[config.mk]
export PLATFORM = sky130hd
export DESIGN_NAME = tlb_cp0_ctrl_flat
export DESIGN_NICKNAME = d
export VERILOG_FILES = /design/src/rtl/tlb_cp0_pkg.sv /design/src/rtl/tlb_cp0_ctrl_if.sv /design/src/rtl/tlb_random_cnt.sv /design/src/rtl/tlb_cp0_ctrl.sv /design/src/flat_wrapper.sv
export SDC_FILE = /design/constraint.sdc
export NUM_CORES = 1
export LEC_CHECK = 0
export ABC_AREA = 1
export BUFFER_PORTS_ARGS = -buffer_cell sky130_fd_sc_hd__buf_2
export CAP_MARGIN = 20
export CORE_AREA = 2 2 129 131
export CTS_CLUSTER_DIAMETER = 80
export DETAILED_ROUTE_END_ITERATION = 10
export DIE_AREA = 0 0 131 133
export PLACE_DENSITY = 0.74
export SLEW_MARGIN = 10
export SYNTH_ARGS = -nofsm -noshare
export SYNTH_HDL_FRONTEND = slang
export SYNTH_HIERARCHICAL = 1
export SYNTH_SLANG_ARGS = --single-unit
[constraint.sdc]
create_clock -name clk -period 5.2 [get_ports clk]
set_input_delay 1.04 -clock clk [delete_from_list [all_inputs] [get_ports clk]]
set_output_delay 1.04 -clock clk [all_outputs]
set_load 0.05 [all_outputs]
[src/rtl/tlb_cp0_pkg.sv]
// Shared definitions for the TLB CP0 controller: TLB geometry, CP0 register
// addresses ({rd,sel}), register field positions and the sequencer states.
package tlb_cp0_pkg;

    localparam int TLBNUM = 16;
    localparam int IW     = $clog2(TLBNUM);

    // CP0 register addresses, sel 0
    localparam logic [7:0] CP0_INDEX    = 8'h00;
    localparam logic [7:0] CP0_RANDOM   = 8'h08;
    localparam logic [7:0] CP0_ENTRYLO0 = 8'h10;
    localparam logic [7:0] CP0_ENTRYLO1 = 8'h18;
    localparam logic [7:0] CP0_ENTRYHI  = 8'h50;

    // Index fields
    localparam int INDEX_P_BIT = 31;

    // EntryLo fields
    localparam int LO_PFN_MSB = 25;
    localparam int LO_PFN_LSB = 6;
    localparam int LO_C_MSB   = 5;
    localparam int LO_C_LSB   = 3;
    localparam int LO_D_BIT   = 2;
    localparam int LO_V_BIT   = 1;
    localparam int LO_G_BIT   = 0;

    // EntryHi fields
    localparam int HI_VPN2_MSB = 31;
    localparam int HI_VPN2_LSB = 13;
    localparam int HI_ASID_MSB = 7;
    localparam int HI_ASID_LSB = 0;

    // Member order mirrors the EntryLo bit layout, so a [25:0] slice maps 1:1.
    typedef struct packed {
        logic [19:0] pfn;
        logic [2:0]  c;
        logic        d;
        logic        v;
        logic        g;
    } entrylo_t;

    typedef enum logic [2:0] {
        ST_IDLE,
        ST_PROBE,
        ST_READ,
        ST_WRITE,
        ST_DONE
    } state_t;

endpackage

[src/rtl/tlb_cp0_ctrl_if.sv]
// Bus between the CP0 controller and the TLB: search port 1, read port and
// write port. The controller is the master, the TLB is the slave.
interface tlb_cp0_ctrl_if;
    import tlb_cp0_pkg::*;

    // search port 1
    logic [18:0]   s1_vpn2;
    logic          s1_odd_page;
    logic [7:0]    s1_asid;
    logic          s1_found;
    logic [IW-1:0] s1_index;

    // write port
    logic          we;
    logic [IW-1:0] w_index;
    logic [18:0]   w_vpn2;
    logic [7:0]    w_asid;
    logic          w_g;
    logic [19:0]   w_pfn0;
    logic [2:0]    w_c0;
    logic          w_d0;
    logic          w_v0;
    logic [19:0]   w_pfn1;
    logic [2:0]    w_c1;
    logic          w_d1;
    logic          w_v1;

    // read port
    logic [IW-1:0] r_index;
    logic [18:0]   r_vpn2;
    logic [7:0]    r_asid;
    logic          r_g;
    logic [19:0]   r_pfn0;
    logic [2:0]    r_c0;
    logic          r_d0;
    logic          r_v0;
    logic [19:0]   r_pfn1;
    logic [2:0]    r_c1;
    logic          r_d1;
    logic          r_v1;

    modport master (
        output s1_vpn2, s1_odd_page, s1_asid,
        input  s1_found, s1_index,
        output we, w_index, w_vpn2, w_asid, w_g,
        output w_pfn0, w_c0, w_d0, w_v0, w_pfn1, w_c1, w_d1, w_v1,
        output r_index,
        input  r_vpn2, r_asid, r_g,
        input  r_pfn0, r_c0, r_d0, r_v0, r_pfn1, r_c1, r_d1, r_v1
    );

    modport slave (
        input  s1_vpn2, s1_odd_page, s1_asid,
        output s1_found, s1_index,
        input  we, w_index, w_vpn2, w_asid, w_g,
        input  w_pfn0, w_c0, w_d0, w_v0, w_pfn1, w_c1, w_d1, w_v1,
        input  r_index,
        output r_vpn2, r_asid, r_g,
        output r_pfn0, r_c0, r_d0, r_v0, r_pfn1, r_c1, r_d1, r_v1
    );

endinterface

[src/rtl/tlb_random_cnt.sv]
// CP0 Random: free-running down-counter over the TLB entries, wrapping from
// 0 back to TLBNUM-1. Only instantiated when TLB_RANDOM_EN is defined.
module tlb_random_cnt #(
    parameter int TLBNUM = 16,
    parameter int IW     = $clog2(TLBNUM)
) (
    input  logic          clk,
    input  logic          reset,
    output logic [IW-1:0] count
);

    // Decrement every cycle; restart from the top entry after 0.
    always_ff @(posedge clk or posedge reset) begin
        if (reset)
            count <= IW'(TLBNUM - 1);
        else if (count == '0)
            count <= IW'(TLBNUM - 1);
        else
            count <= count - 1'b1;
    end

endmodule

[src/rtl/tlb_cp0_ctrl.sv]
// TLB CP0 controller: owns Index, Random, EntryLo0/1 and EntryHi, sequences
// TLBP/TLBR/TLBWI/TLBWR over the TLB bus and exports the current ASID.
// Optional feature macro: TLB_RANDOM_EN (Random register and TLBWR writes).
module tlb_cp0_ctrl
    import tlb_cp0_pkg::*;
(
    input  logic                  clk,
    input  logic                  reset,

    input  logic                  op_valid,
    input  logic                  op_tlbp,
    input  logic                  op_tlbr,
    input  logic                  op_tlbwi,
    input  logic                  op_tlbwr,
    output logic                  op_ready,
    output logic                  op_done,

    input  logic                  mtc0_we,
    input  logic [7:0]            mtc0_addr,
    input  logic [31:0]           mtc0_wdata,
    input  logic [7:0]            mfc0_addr,
    output logic [31:0]           mfc0_rdata,

    input  logic                  exc_tlb_we,
    input  logic [31:0]           exc_vaddr,

    output logic [7:0]            cur_asid,

    tlb_cp0_ctrl_if.master        tlb
);

    state_t        state;
    logic          wr_random;      // current WRITE is a TLBWR

    logic          index_p;
    logic [IW-1:0] index_idx;
    entrylo_t      lo0;
    entrylo_t      lo1;
    logic [18:0]   hi_vpn2;
    logic [7:0]    hi_asid;
    logic [31:0]   random_word;

    logic mtc0_index;
    logic mtc0_lo0;
    logic mtc0_lo1;
    logic mtc0_hi;

    assign mtc0_index = mtc0_we && (mtc0_addr == CP0_INDEX);
    assign mtc0_lo0   = mtc0_we && (mtc0_addr == CP0_ENTRYLO0);
    assign mtc0_lo1   = mtc0_we && (mtc0_addr == CP0_ENTRYLO1);
    assign mtc0_hi    = mtc0_we && (mtc0_addr == CP0_ENTRYHI);

    // Sequencer: accept in IDLE, one action cycle, one DONE cycle, back to IDLE.
    always_ff @(posedge clk or posedge reset) begin
        // NOTE: state registers use non-blocking assignments so every flop samples pre-edge values.
        if (reset) begin
            state     <= ST_IDLE;
            op_ready  <= 1'b1;
            op_done   <= 1'b0;
            wr_random <= 1'b0;
        end else begin
            op_done <= 1'b0;
            case (state)
                ST_IDLE: begin
                    if (op_valid && op_ready) begin
                        if (op_tlbp) begin
                            state    <= ST_PROBE;
                            op_ready <= 1'b0;
                        end else if (op_tlbr) begin
                            state    <= ST_READ;
                            op_ready <= 1'b0;
                        end else if (op_tlbwi || op_tlbwr) begin
                            state     <= ST_WRITE;
                            op_ready  <= 1'b0;
                            wr_random <= op_tlbwr;
                        end
                    end
                end
                ST_PROBE, ST_READ, ST_WRITE: begin
                    state   <= ST_DONE;
                    op_done <= 1'b1;
                end
                ST_DONE: begin
                    state    <= ST_IDLE;
                    op_ready <= 1'b1;
                end
                default: begin
                    state    <= ST_IDLE;
                    op_ready <= 1'b1;
                end
            endcase
        end
    end

    // Index: probe result beats MTC0; P is only ever written by the probe.
    always_ff @(posedge clk or posedge reset) begin
        if (reset) begin
            index_p   <= 1'b0;
            index_idx <= '0;
        end else if (state == ST_PROBE) begin
            index_p <= ~tlb.s1_found;
            if (tlb.s1_found)
                index_idx <= tlb.s1_index;
        end else if (mtc0_index) begin
            index_idx <= mtc0_wdata[IW-1:0];
        end
    end

    // EntryLo0/1: TLBR result beats MTC0; G is replicated into both halves.
    always_ff @(posedge clk or posedge reset) begin
        if (reset) begin
            lo0 <= '0;
            lo1 <= '0;
        end else if (state == ST_READ) begin
            lo0 <= {tlb.r_pfn0, tlb.r_c0, tlb.r_d0, tlb.r_v0, tlb.r_g};
            lo1 <= {tlb.r_pfn1, tlb.r_c1, tlb.r_d1, tlb.r_v1, tlb.r_g};
        end else begin
            if (mtc0_lo0)
                lo0 <= mtc0_wdata[LO_PFN_MSB:LO_G_BIT];
            if (mtc0_lo1)
                lo1 <= mtc0_wdata[LO_PFN_MSB:LO_G_BIT];
        end
    end

    // EntryHi: TLBR beats an exception commit, which beats MTC0 as a whole.
    always_ff @(posedge clk or posedge reset) begin
        if (reset) begin
            hi_vpn2 <= '0;
            hi_asid <= '0;
        end else if (state == ST_READ) begin
            hi_vpn2 <= tlb.r_vpn2;
            hi_asid <= tlb.r_asid;
        end else if (exc_tlb_we) begin
            hi_vpn2 <= exc_vaddr[HI_VPN2_MSB:HI_VPN2_LSB];
        end else if (mtc0_hi) begin
            hi_vpn2 <= mtc0_wdata[HI_VPN2_MSB:HI_VPN2_LSB];
            hi_asid <= mtc0_wdata[HI_ASID_MSB:HI_ASID_LSB];
        end
    end

`ifdef TLB_RANDOM_EN
    logic [IW-1:0] random_val;

    tlb_random_cnt #(.TLBNUM(TLBNUM), .IW(IW)) u_random (
        .clk   (clk),
        .reset (reset),
        .count (random_val)
    );

    assign random_word = 32'(random_val);
    assign tlb.we      = (state == ST_WRITE);
    assign tlb.w_index = wr_random ? random_val : index_idx;
`else
    // Without Random, TLBWR sequences normally but never writes.
    assign random_word = '0;
    assign tlb.we      = (state == ST_WRITE) && !wr_random;
    assign tlb.w_index = index_idx;
`endif

    // TLB bus fields come straight from the registers; only we is state-gated.
    assign tlb.s1_vpn2     = hi_vpn2;
    assign tlb.s1_asid     = hi_asid;
    assign tlb.s1_odd_page = 1'b0;
    assign tlb.r_index     = index_idx;
    assign tlb.w_vpn2      = hi_vpn2;
    assign tlb.w_asid      = hi_asid;
    assign tlb.w_g         = lo0.g & lo1.g;
    assign tlb.w_pfn0      = lo0.pfn;
    assign tlb.w_c0        = lo0.c;
    assign tlb.w_d0        = lo0.d;
    assign tlb.w_v0        = lo0.v;
    assign tlb.w_pfn1      = lo1.pfn;
    assign tlb.w_c1        = lo1.c;
    assign tlb.w_d1        = lo1.d;
    assign tlb.w_v1        = lo1.v;

    assign cur_asid = hi_asid;

    // MFC0 read mux; unimplemented bits and unmapped addresses read 0.
    always_comb begin
        // NOTE: default assignment first, so every path drives the output and no latch is inferred.
        mfc0_rdata = '0;
        case (mfc0_addr)
            CP0_INDEX: begin
                mfc0_rdata[INDEX_P_BIT] = index_p;
                mfc0_rdata[IW-1:0]      = index_idx;
            end
            CP0_RANDOM:   mfc0_rdata = random_word;
            CP0_ENTRYLO0: mfc0_rdata[LO_PFN_MSB:LO_G_BIT] = lo0;
            CP0_ENTRYLO1: mfc0_rdata[LO_PFN_MSB:LO_G_BIT] = lo1;
            CP0_ENTRYHI: begin
                mfc0_rdata[HI_VPN2_MSB:HI_VPN2_LSB] = hi_vpn2;
                mfc0_rdata[HI_ASID_MSB:HI_ASID_LSB] = hi_asid;
            end
            default: ;
        endcase
    end

    // Bits of the data buses that no register implements.
    logic unused_bits;
    assign unused_bits = ^{mtc0_wdata[12:8], exc_vaddr[12:0]};

endmodule

[src/flat_wrapper.sv]
// flat-port wrapper written by rule: the top's interface ports become plain ports
module tlb_cp0_ctrl_flat import tlb_cp0_pkg::*;
  (clk, reset, op_valid, op_tlbp, op_tlbr, op_tlbwi, op_tlbwr, op_ready, op_done, mtc0_we, mtc0_addr, mtc0_wdata, mfc0_addr, mfc0_rdata, exc_tlb_we, exc_vaddr, cur_asid, tlb_s1_vpn2, tlb_s1_odd_page, tlb_s1_asid, tlb_s1_found, tlb_s1_index, tlb_we, tlb_w_index, tlb_w_vpn2, tlb_w_asid, tlb_w_g, tlb_w_pfn0, tlb_w_c0, tlb_w_d0, tlb_w_v0, tlb_w_pfn1, tlb_w_c1, tlb_w_d1, tlb_w_v1, tlb_r_index, tlb_r_vpn2, tlb_r_asid, tlb_r_g, tlb_r_pfn0, tlb_r_c0, tlb_r_d0, tlb_r_v0, tlb_r_pfn1, tlb_r_c1, tlb_r_d1, tlb_r_v1);
  tlb_cp0_ctrl_if tlb_i ();
  input  logic clk;
  input  logic reset;
  input  logic op_valid;
  input  logic op_tlbp;
  input  logic op_tlbr;
  input  logic op_tlbwi;
  input  logic op_tlbwr;
  output logic op_ready;
  output logic op_done;
  input  logic mtc0_we;
  input  logic [7:0] mtc0_addr;
  input  logic [31:0] mtc0_wdata;
  input  logic [7:0] mfc0_addr;
  output logic [31:0] mfc0_rdata;
  input  logic exc_tlb_we;
  input  logic [31:0] exc_vaddr;
  output logic [7:0] cur_asid;
  output wire logic [$bits(tlb_i.s1_vpn2)-1:0] tlb_s1_vpn2;
  output wire logic [$bits(tlb_i.s1_odd_page)-1:0] tlb_s1_odd_page;
  output wire logic [$bits(tlb_i.s1_asid)-1:0] tlb_s1_asid;
  input wire logic [$bits(tlb_i.s1_found)-1:0] tlb_s1_found;
  input wire logic [$bits(tlb_i.s1_index)-1:0] tlb_s1_index;
  output wire logic [$bits(tlb_i.we)-1:0] tlb_we;
  output wire logic [$bits(tlb_i.w_index)-1:0] tlb_w_index;
  output wire logic [$bits(tlb_i.w_vpn2)-1:0] tlb_w_vpn2;
  output wire logic [$bits(tlb_i.w_asid)-1:0] tlb_w_asid;
  output wire logic [$bits(tlb_i.w_g)-1:0] tlb_w_g;
  output wire logic [$bits(tlb_i.w_pfn0)-1:0] tlb_w_pfn0;
  output wire logic [$bits(tlb_i.w_c0)-1:0] tlb_w_c0;
  output wire logic [$bits(tlb_i.w_d0)-1:0] tlb_w_d0;
  output wire logic [$bits(tlb_i.w_v0)-1:0] tlb_w_v0;
  output wire logic [$bits(tlb_i.w_pfn1)-1:0] tlb_w_pfn1;
  output wire logic [$bits(tlb_i.w_c1)-1:0] tlb_w_c1;
  output wire logic [$bits(tlb_i.w_d1)-1:0] tlb_w_d1;
  output wire logic [$bits(tlb_i.w_v1)-1:0] tlb_w_v1;
  output wire logic [$bits(tlb_i.r_index)-1:0] tlb_r_index;
  input wire logic [$bits(tlb_i.r_vpn2)-1:0] tlb_r_vpn2;
  input wire logic [$bits(tlb_i.r_asid)-1:0] tlb_r_asid;
  input wire logic [$bits(tlb_i.r_g)-1:0] tlb_r_g;
  input wire logic [$bits(tlb_i.r_pfn0)-1:0] tlb_r_pfn0;
  input wire logic [$bits(tlb_i.r_c0)-1:0] tlb_r_c0;
  input wire logic [$bits(tlb_i.r_d0)-1:0] tlb_r_d0;
  input wire logic [$bits(tlb_i.r_v0)-1:0] tlb_r_v0;
  input wire logic [$bits(tlb_i.r_pfn1)-1:0] tlb_r_pfn1;
  input wire logic [$bits(tlb_i.r_c1)-1:0] tlb_r_c1;
  input wire logic [$bits(tlb_i.r_d1)-1:0] tlb_r_d1;
  input wire logic [$bits(tlb_i.r_v1)-1:0] tlb_r_v1;
  assign tlb_s1_vpn2 = tlb_i.s1_vpn2;
  assign tlb_s1_odd_page = tlb_i.s1_odd_page;
  assign tlb_s1_asid = tlb_i.s1_asid;
  assign tlb_i.s1_found = tlb_s1_found;
  assign tlb_i.s1_index = tlb_s1_index;
  assign tlb_we = tlb_i.we;
  assign tlb_w_index = tlb_i.w_index;
  assign tlb_w_vpn2 = tlb_i.w_vpn2;
  assign tlb_w_asid = tlb_i.w_asid;
  assign tlb_w_g = tlb_i.w_g;
  assign tlb_w_pfn0 = tlb_i.w_pfn0;
  assign tlb_w_c0 = tlb_i.w_c0;
  assign tlb_w_d0 = tlb_i.w_d0;
  assign tlb_w_v0 = tlb_i.w_v0;
  assign tlb_w_pfn1 = tlb_i.w_pfn1;
  assign tlb_w_c1 = tlb_i.w_c1;
  assign tlb_w_d1 = tlb_i.w_d1;
  assign tlb_w_v1 = tlb_i.w_v1;
  assign tlb_r_index = tlb_i.r_index;
  assign tlb_i.r_vpn2 = tlb_r_vpn2;
  assign tlb_i.r_asid = tlb_r_asid;
  assign tlb_i.r_g = tlb_r_g;
  assign tlb_i.r_pfn0 = tlb_r_pfn0;
  assign tlb_i.r_c0 = tlb_r_c0;
  assign tlb_i.r_d0 = tlb_r_d0;
  assign tlb_i.r_v0 = tlb_r_v0;
  assign tlb_i.r_pfn1 = tlb_r_pfn1;
  assign tlb_i.r_c1 = tlb_r_c1;
  assign tlb_i.r_d1 = tlb_r_d1;
  assign tlb_i.r_v1 = tlb_r_v1;
  tlb_cp0_ctrl u_core (.clk(clk), .reset(reset), .op_valid(op_valid), .op_tlbp(op_tlbp), .op_tlbr(op_tlbr), .op_tlbwi(op_tlbwi), .op_tlbwr(op_tlbwr), .op_ready(op_ready), .op_done(op_done), .mtc0_we(mtc0_we), .mtc0_addr(mtc0_addr), .mtc0_wdata(mtc0_wdata), .mfc0_addr(mfc0_addr), .mfc0_rdata(mfc0_rdata), .exc_tlb_we(exc_tlb_we), .exc_vaddr(exc_vaddr), .cur_asid(cur_asid), .tlb(tlb_i));
endmodule
==> run_results.csv, run 1 <==
group,metric,value,unit
timing,worst_slew_pin_slew,933.0,ps
placement,dp_hpwl,14900,um
die,fp-row-count,47,
yosys,postSynthAreaPerCell,6.789,um^2
critical_path,crit_arrival,2880,ps
clocking,clk_path_buf_depth,2,
finish,layout.nets,1288,
power_and_ir_drop,peakVddDrop,0.2946,mV
min_path,hold_class,"register to register",
global_routing,grt_pass1_vias,5797,
drt,via_count,6590,
global_routing,grt_max_degree,75,
drt,ant_nets,0,
clocking,clockRootBuffer,"clkbuf_16",
min_path,whs_path_depth,2,
timing,fin_worst_skew,11.72,ps
yosys,synth_warnings,6,
job,cap_violations,0,
clocking,cts.sinks,90,
timing,relSlewSlack,37.65,%
yosys,ys_ff_latch,90,
yosys,syn-instance-count,917,
finish,diodes,0,
timing,hold_viol,0,
power_and_ir_drop,power_frac_seq,26.9,%
placement,dp.cells,1325,
finish,area_delta_synth_final,20.62,%
die,initial_utilization,38.50,%
critical_path,crit_start,"mfc0_addr[5]",
run_status,outcome,"finished clean",
yosys,synth.cell_area,6226,um^2
critical_path,end_kind,"output port",
clocking,clock_latency,340,ps
clocking,cts_resized,0,
clocking,postCtsSetupBuffers,0,
yosys,ys_seq_area_share,36.19,%
global_routing,grt_usage,22.42,%
die,die_area,17420,um^2
power_and_ir_drop,clockPowerShare,12.9,%
die,die_x,131,um
critical_path,cp_max_fo,37,
critical_path,cp-start-kind,"primary input",
yosys,ys_types,28,
timing,fin_crit_sh,75.30,%
clocking,clk_pin_slew,70,ps
placement,routabilityCongestion,0.9139,
critical_path,worstReg2RegEnd,"u_core/cur_asid[4]$_DFFE_PP0P_",
timing,holdWs,483.8,ps
die,core_area,16170,um^2
finish,fill_cells,1690,
drt,drt_iter0_markers,420,
critical_path,rrSetupSlack,2890,ps
timing,setup_viol,0,
global_routing,grt_overflow_total,0,
power_and_ir_drop,swShare,59.45,%
global_routing,grt_pass1_wl,30240,um
global_routing,antenna_found_initial,0,
power_and_ir_drop,p_comb_share,60.1,%
drt,wl_per_cell,15.09,um
yosys,synthesis.nets,1089,
die,die_h,133,um
finish,drive_gt1_share,31.67,%
critical_path,crit_path_end,"mfc0_rdata[17]",
placement,place_area,7212,um^2
min_path,min_from,"u_core/index_p$_DFFE_PP0P_",
finish,finalInstanceArea,7510,um^2
timing,period_minus_slack,3916,ps
clocking,htree_num_levels,3,
finish,fin_cells,1341,
placement,port_buffers,314,
timing,max_freq,255.4,MHz
power_and_ir_drop,leakage,4.531,nW
power_and_ir_drop,power.internal,2.081,mW
timing,slew_viol_final,0,
power_and_ir_drop,power_density,683.3,nW/um^2
critical_path,reg2reg_depth,6,
critical_path,crit_required,4160,ps
drt,detail_route.wirelength,20240,um
drt,drc,0,
drt,routed_via_density,4.914,
clocking,cts_tree,"yes",
clocking,hold_buffers,0,
clocking,cts_buffers,9,
finish,post-route-util,46.44,%
critical_path,path_class,"primary input to output port",
timing,rsz0062_at_grt,"no",
critical_path,r2r-start,"u_core/state[2]$_DFFE_PP0P_",
die,pin_count,329,
timing,tns,0,ps
drt,dr.pass1.iters,5,
power_and_ir_drop,power.switching,3.050,mW
-- power groups by stage --
stage                     Sequential (mW)  Clock [mW]  Combinational (mW)
after floorplan                      1.75           0                2.42
after global placement               1.39           0                3.06
after detailed placement             1.39           0                3.09
after CTS                            1.38       0.678                3.09
after global routing                 1.43       0.708                3.29
final                                1.38       0.663                3.09
-- logic make-up after synthesis --
family | Yosys count | share of synthesized area [%]
compound gates | 77 | 6.230
buf+inv | 228 | 20.52
flops | 90 | 36.19
other cells | 1 | 0.06023
simple gates | 521 | 37.00
-- worst max-delay path: stages --
cell and delay, ps:
buf_2 110, inv_1 40, nand2_1 100, nor2_4 750, buf_4 350, nand3_1 100
nand3_1 110, buf_2 260
-- through the flow --
step                total power [mW]  worst slack, ps
floorplan                      4.171             1595
global placement               4.445             1345
detailed placement             4.481             1326
CTS                            5.153             1321
global route                   5.426             1134
finish                         5.132             1284
-- Yosys cell counts --
library cell,instances,area [um^2]
nand2_1,278,1044
nand3_1,172,860.8
buf_4,92,690.7
inv_1,91,341.6
dfrtp_1,89,2227
o21ai_0,61,305.3
nor2_1,35,131.4
buf_2,24,120.1
nand3b_1,14,105.1
o21ai_1,12,60.06
clkbuf_1,9,33.78
buf_6,6,67.56
nand2_2,5,31.28
inv_2,4,15.01
nand4_1,4,25.02
nor2_2,4,25.02
a21oi_1,3,15.01
nand3_2,3,30.03
nor3_1,2,10.01
buf_1,1,3.750
clkbuf_2,1,5.000
conb_1,1,3.750
dfstp_2,1,26.28
nand2_4,1,11.26
nand3_4,1,17.52
nor4_1,1,6.260
o211ai_1,1,7.510
or2_1,1,6.260
-- placed cells by master (no fill, tap or decap), types with 2 or more instances in the layout --
cell type,instances
clkbuf_16,9
nor2_2,3
nor3_1,2
inv_2,4
inv_1,90
dfrtp_1,89
o21ai_0,61
nor2_1,35
buf_2,314
buf_4,7
a21oi_1,3
nand2_1,278
nand2_2,5
nand3_1,172
nand4_1,4
o21ai_1,12
nand3b_1,14
nand3_2,3
clkbuf_1,2
-- state kept, by name, summed over array words and instances (netlist names) --
register	count
u_core/tlb.w_c0	3
u_core/tlb.w_pfn0	20
u_core/tlb.w_d0	1
u_core/op_ready	1
u_core/index_p	1
u_core/lo0	1
u_core/cur_asid	8
u_core/tlb.w_pfn1	20
u_core/tlb.r_index	4
u_core/tlb.w_d1	1
u_core/tlb.w_v1	1
u_core/tlb.w_v0	1
u_core/lo1	1
u_core/tlb.s1_vpn2	19
u_core/tlb.w_c1	3
u_core/wr_random	1
u_core/op_done	1
u_core/state	3
-- layout make-up --
cell class | count | area (um^2) | share of cell area (%)
multi-input cells | 599 | 2700 | 35.95
flip-flops and latches | 90 | 2253 | 30.01
repair buffers | 321 | 1624 | 21.63
inverters | 95 | 359.1 | 4.782
well taps | 220 | 275.3 | 3.665
clock buffers | 12 | 246.5 | 3.282
clock inverters | 4 | 51.30 | 0.6831
-- per-layer routing --
layer  global-route usage [%]  share of wire (%)
met2                    37.59                 48
met5                        0                  0
met1                    29.75                 43
met4                    7.151                1.9
met3                    3.033                7.0
-- worst min-delay path by stage --
stage                                 endpoint  slack, ps
finish              u_core/index_p$_DFFE_PP0P_        480
global route        u_core/index_p$_DFFE_PP0P_        510
floorplan           u_core/index_p$_DFFE_PP0P_        450
detailed placement  u_core/index_p$_DFFE_PP0P_        470
CTS                 u_core/index_p$_DFFE_PP0P_        480
global placement    u_core/index_p$_DFFE_PP0P_        470
Note: power is estimated with default switching activity, not from simulation.
==> inputs of run 2 (changes only) <==
Settings changed: ABC_AREA 1 to 0, PLACE_DENSITY 0.74 to 0.7.
Clock period 5.2 ns to 4 ns, I/O delays scaled along.
==> run 2 against run 1 <==
  * Sequential share of layout area up 1.7 points
  * First-iteration DRC count down 27%
  * Flip-flop and latch count unchanged
  * Global-route usage down 1.5 points
  * Combinational power down 74%
  * Synthesized area down 10%
  * Setup slack worse by 700 ps
  * Clock skew down 3.3 ps
  * Core utilization down 2.5 points
==> run_results.csv, run 2 <==
group,metric,value,unit
global_routing,grt_pass1_vias,5131,
timing,worst_slew_pin_slew,885.4,ps
yosys,synth-edff-count,0,
die,initial_utilization,34.61,%
power_and_ir_drop,peakVddDrop,0.2271,mV
finish,area_delta_synth_final,27.10,%
power_and_ir_drop,clockPowerShare,33.4,%
drt,wl_per_cell,16.85,um
yosys,synth_commonest_cells,"nand2_1, nor2_1, dfrtp_1, buf_4",
clocking,htree_num_levels,3,
clocking,cts_tree,"yes",
drt,detail_route.wirelength,18840,um
yosys,synthesis.nets,855,
die,fp-row-count,47,
timing,max_freq,292.8,MHz
clocking,cts_buffers,9,
clocking,clock_latency,340,ps
die,pin_count,329,
timing,rsz0062_at_grt,"no",
timing,relSlewSlack,40.53,%
placement,routabilityCongestion,0.8332,
run_status,outcome,"finished clean",
power_and_ir_drop,p_total,2.778,mW
yosys,postSynthAreaPerCell,8.194,um^2
power_and_ir_drop,power.internal,1.762,mW
clocking,cts.sinks,90,
yosys,ys_types,38,
die,die_area,17420,um^2
global_routing,grt_overflow_total,0,
timing,holdWs,494.6,ps
yosys,synth.cell_area,5597,um^2
critical_path,rrSetupSlack,1850,ps
finish,diodes,0,
power_and_ir_drop,swShare,36.59,%
power_and_ir_drop,power_density,390.6,nW/um^2
drt,dr.pass1.iters,5,
power_and_ir_drop,power.switching,1.017,mW
die,die_h,133,um
yosys,synthMostInstantiatedCell,"nand2_1",
job,cap_violations,0,
yosys,ys_top_cells_by_area,"dfrtp_1, buf_4, nand2_1, mux2i_1, nor2_1",
critical_path,end_kind,"output port",
min_path,hold_class,"register to register",
drt,ant_nets,0,
drt,drc,0,
finish,drive_gt1_share,39.76,%
critical_path,cp_max_fo,20,
timing,slew_viol_final,0,
drt,routed_via_density,4.985,
yosys,synth_warnings,6,
timing,setup_viol,0,
power_and_ir_drop,leakage,3.781,nW
finish,layout_common_cells,"buf_2, nand2_1, nor2_1",
die,core_area,16170,um^2
clocking,hold_buffers,0,
clocking,clockRootBuffer,"clkbuf_16",
clocking,cts_resized,0,
global_routing,grt_pass1_wl,27700,um
critical_path,crit_arrival,2620,ps
finish,layout_commonest_cell,"buf_2",
yosys,ys_seq_area_share,40.26,%
power_and_ir_drop,power_frac_seq,38.2,%
finish,layout.nets,1065,
timing,fin_worst_skew,8.406,ps
placement,port_buffers,314,
yosys,yosysTopAreaCell,"dfrtp_1",
drt,via_count,5573,
clocking,clk_path_buf_depth,2,
clocking,postCtsSetupBuffers,0,
global_routing,grt_max_degree,82,
die,die_x,131,um
yosys,ys_ff_latch,90,
placement,dp_hpwl,13560,um
yosys,syn-instance-count,683,
power_and_ir_drop,p_comb_share,28.4,%
yosys,synth.top_cell.area_share,39.79,%
global_routing,grt_usage,20.91,%
global_routing,antenna_found_initial,0,
timing,period_minus_slack,3415,ps
clocking,clk_pin_slew,70,ps
drt,drt_iter0_markers,308,
yosys,synthArstFlopShare,100.0,%
timing,tns,0,ps
critical_path,crit_required,3200,ps
yosys,ys.flop_type,"dfrtp_1",
timing,hold_viol,0,
critical_path,cp-start-kind,"primary input",
timing,fin_crit_sh,85.38,%
critical_path,path_class,"primary input to output port",
-- run 2: cell types whose count changed in the layout (fill, tap and decap cells not counted), moves of 25 or more --
cell / before / now
mux2i_1: 0 / 53
a21oi_1: 3 / 28
nand2_1: 278 / 144
o21ai_1: 12 / 41
inv_1: 90 / 2
nand3_1: 172 / 7
nor2_1: 35 / 90
o21ai_0: 61 / 0
a31oi_1: 0 / 53
-- run 2: kinds of logic (layout without fill, tap and decap cells) --
kind of cell	after synthesis	count (layout)	share of synthesized area [%]
compound gates	132	132	13.70
mux	61	61	11.09
simple gates	266	266	19.99
flops	90	90	40.26
other cells	1	1	0.06700
buf+inv	133	348	14.89
-- run 2: metal layers --
| metal | routed length (um) | vias up | global-route usage (%) |
|---|---|---|---|
| met5 | 0 | - | 0 |
| met4 | 450 | 0 | 8.097 |
| met3 | 1340 | 37 | 3.356 |
| met2 | 9166 | 267 | 34.97 |
| met1 | 7884 | 2619 | 26.85 |
| li1 | - | 2650 | - |
-- run 2: final timing paths --
check | from | to | cells after the start
setup / recovery | mfc0_addr[5] | mfc0_rdata[13] | 7
hold / removal | u_core/index_p$_DFFE_PP0P_ | u_core/index_p$_DFFE_PP0P_ | 1
setup reg to reg | u_core/state[2]$_DFFE_PP0P_ | u_core/tlb.w_pfn0[6]$_DFFE_PP0P_ | 5
hold reg to reg | u_core/index_p$_DFFE_PP0P_ | u_core/index_p$_DFFE_PP0P_ | 1
max in group asynchronous | reset | u_core/tlb.w_pfn1[2]$_DFFE_PP0P_ | 3
min in group asynchronous | reset | u_core/wr_random$_DFFE_PP0P_ | 2
-- run 2: power by group through the flow --
| stage | clock network [mW] | logic, mW | registers [mW] |
|---|---|---|---|
| after floorplan | 0 | 0.552 | 1.16 |
| after global placement | 0 | 0.781 | 1.08 |
| after detailed placement | 0 | 0.788 | 1.08 |
| after CTS | 0.954 | 0.789 | 1.06 |
| after global routing | 0.982 | 0.835 | 1.07 |
| final | 0.927 | 0.788 | 1.06 |
-- run 2: area by class of cell --
class	instances	area, um^2
clock inverters	4	75.07
inverters	3	13.76
flip-flops and latches	90	2253
clock buffers	12	246.5
multi-input cells	460	2552
repair buffers	329	1697
fillers	1629	9059
well taps	220	275.3
-- run 2: stage by stage --
step           utilization [%]  std cells  cell area, um^2  setup slack, ps
4_1_cts                  43.86       1117             7093            594.2
6_report                 43.98       1118             7113            584.8
3_5_place_dp             41.87       1101             6771            597.4
2_1_floorplan                -        683             5597            282.3
3_3_place_gp             41.87       1101             6771            591.0
5_1_grt                  43.98       1118             7113            495.6
-- run 2: worst max-delay path, cell delays in order --
cell,delay (ps)
buf_2,90
or4_1,620
nor3_2,170
nand2_1,170
buf_4,280
o21ai_1,180
buf_2,280
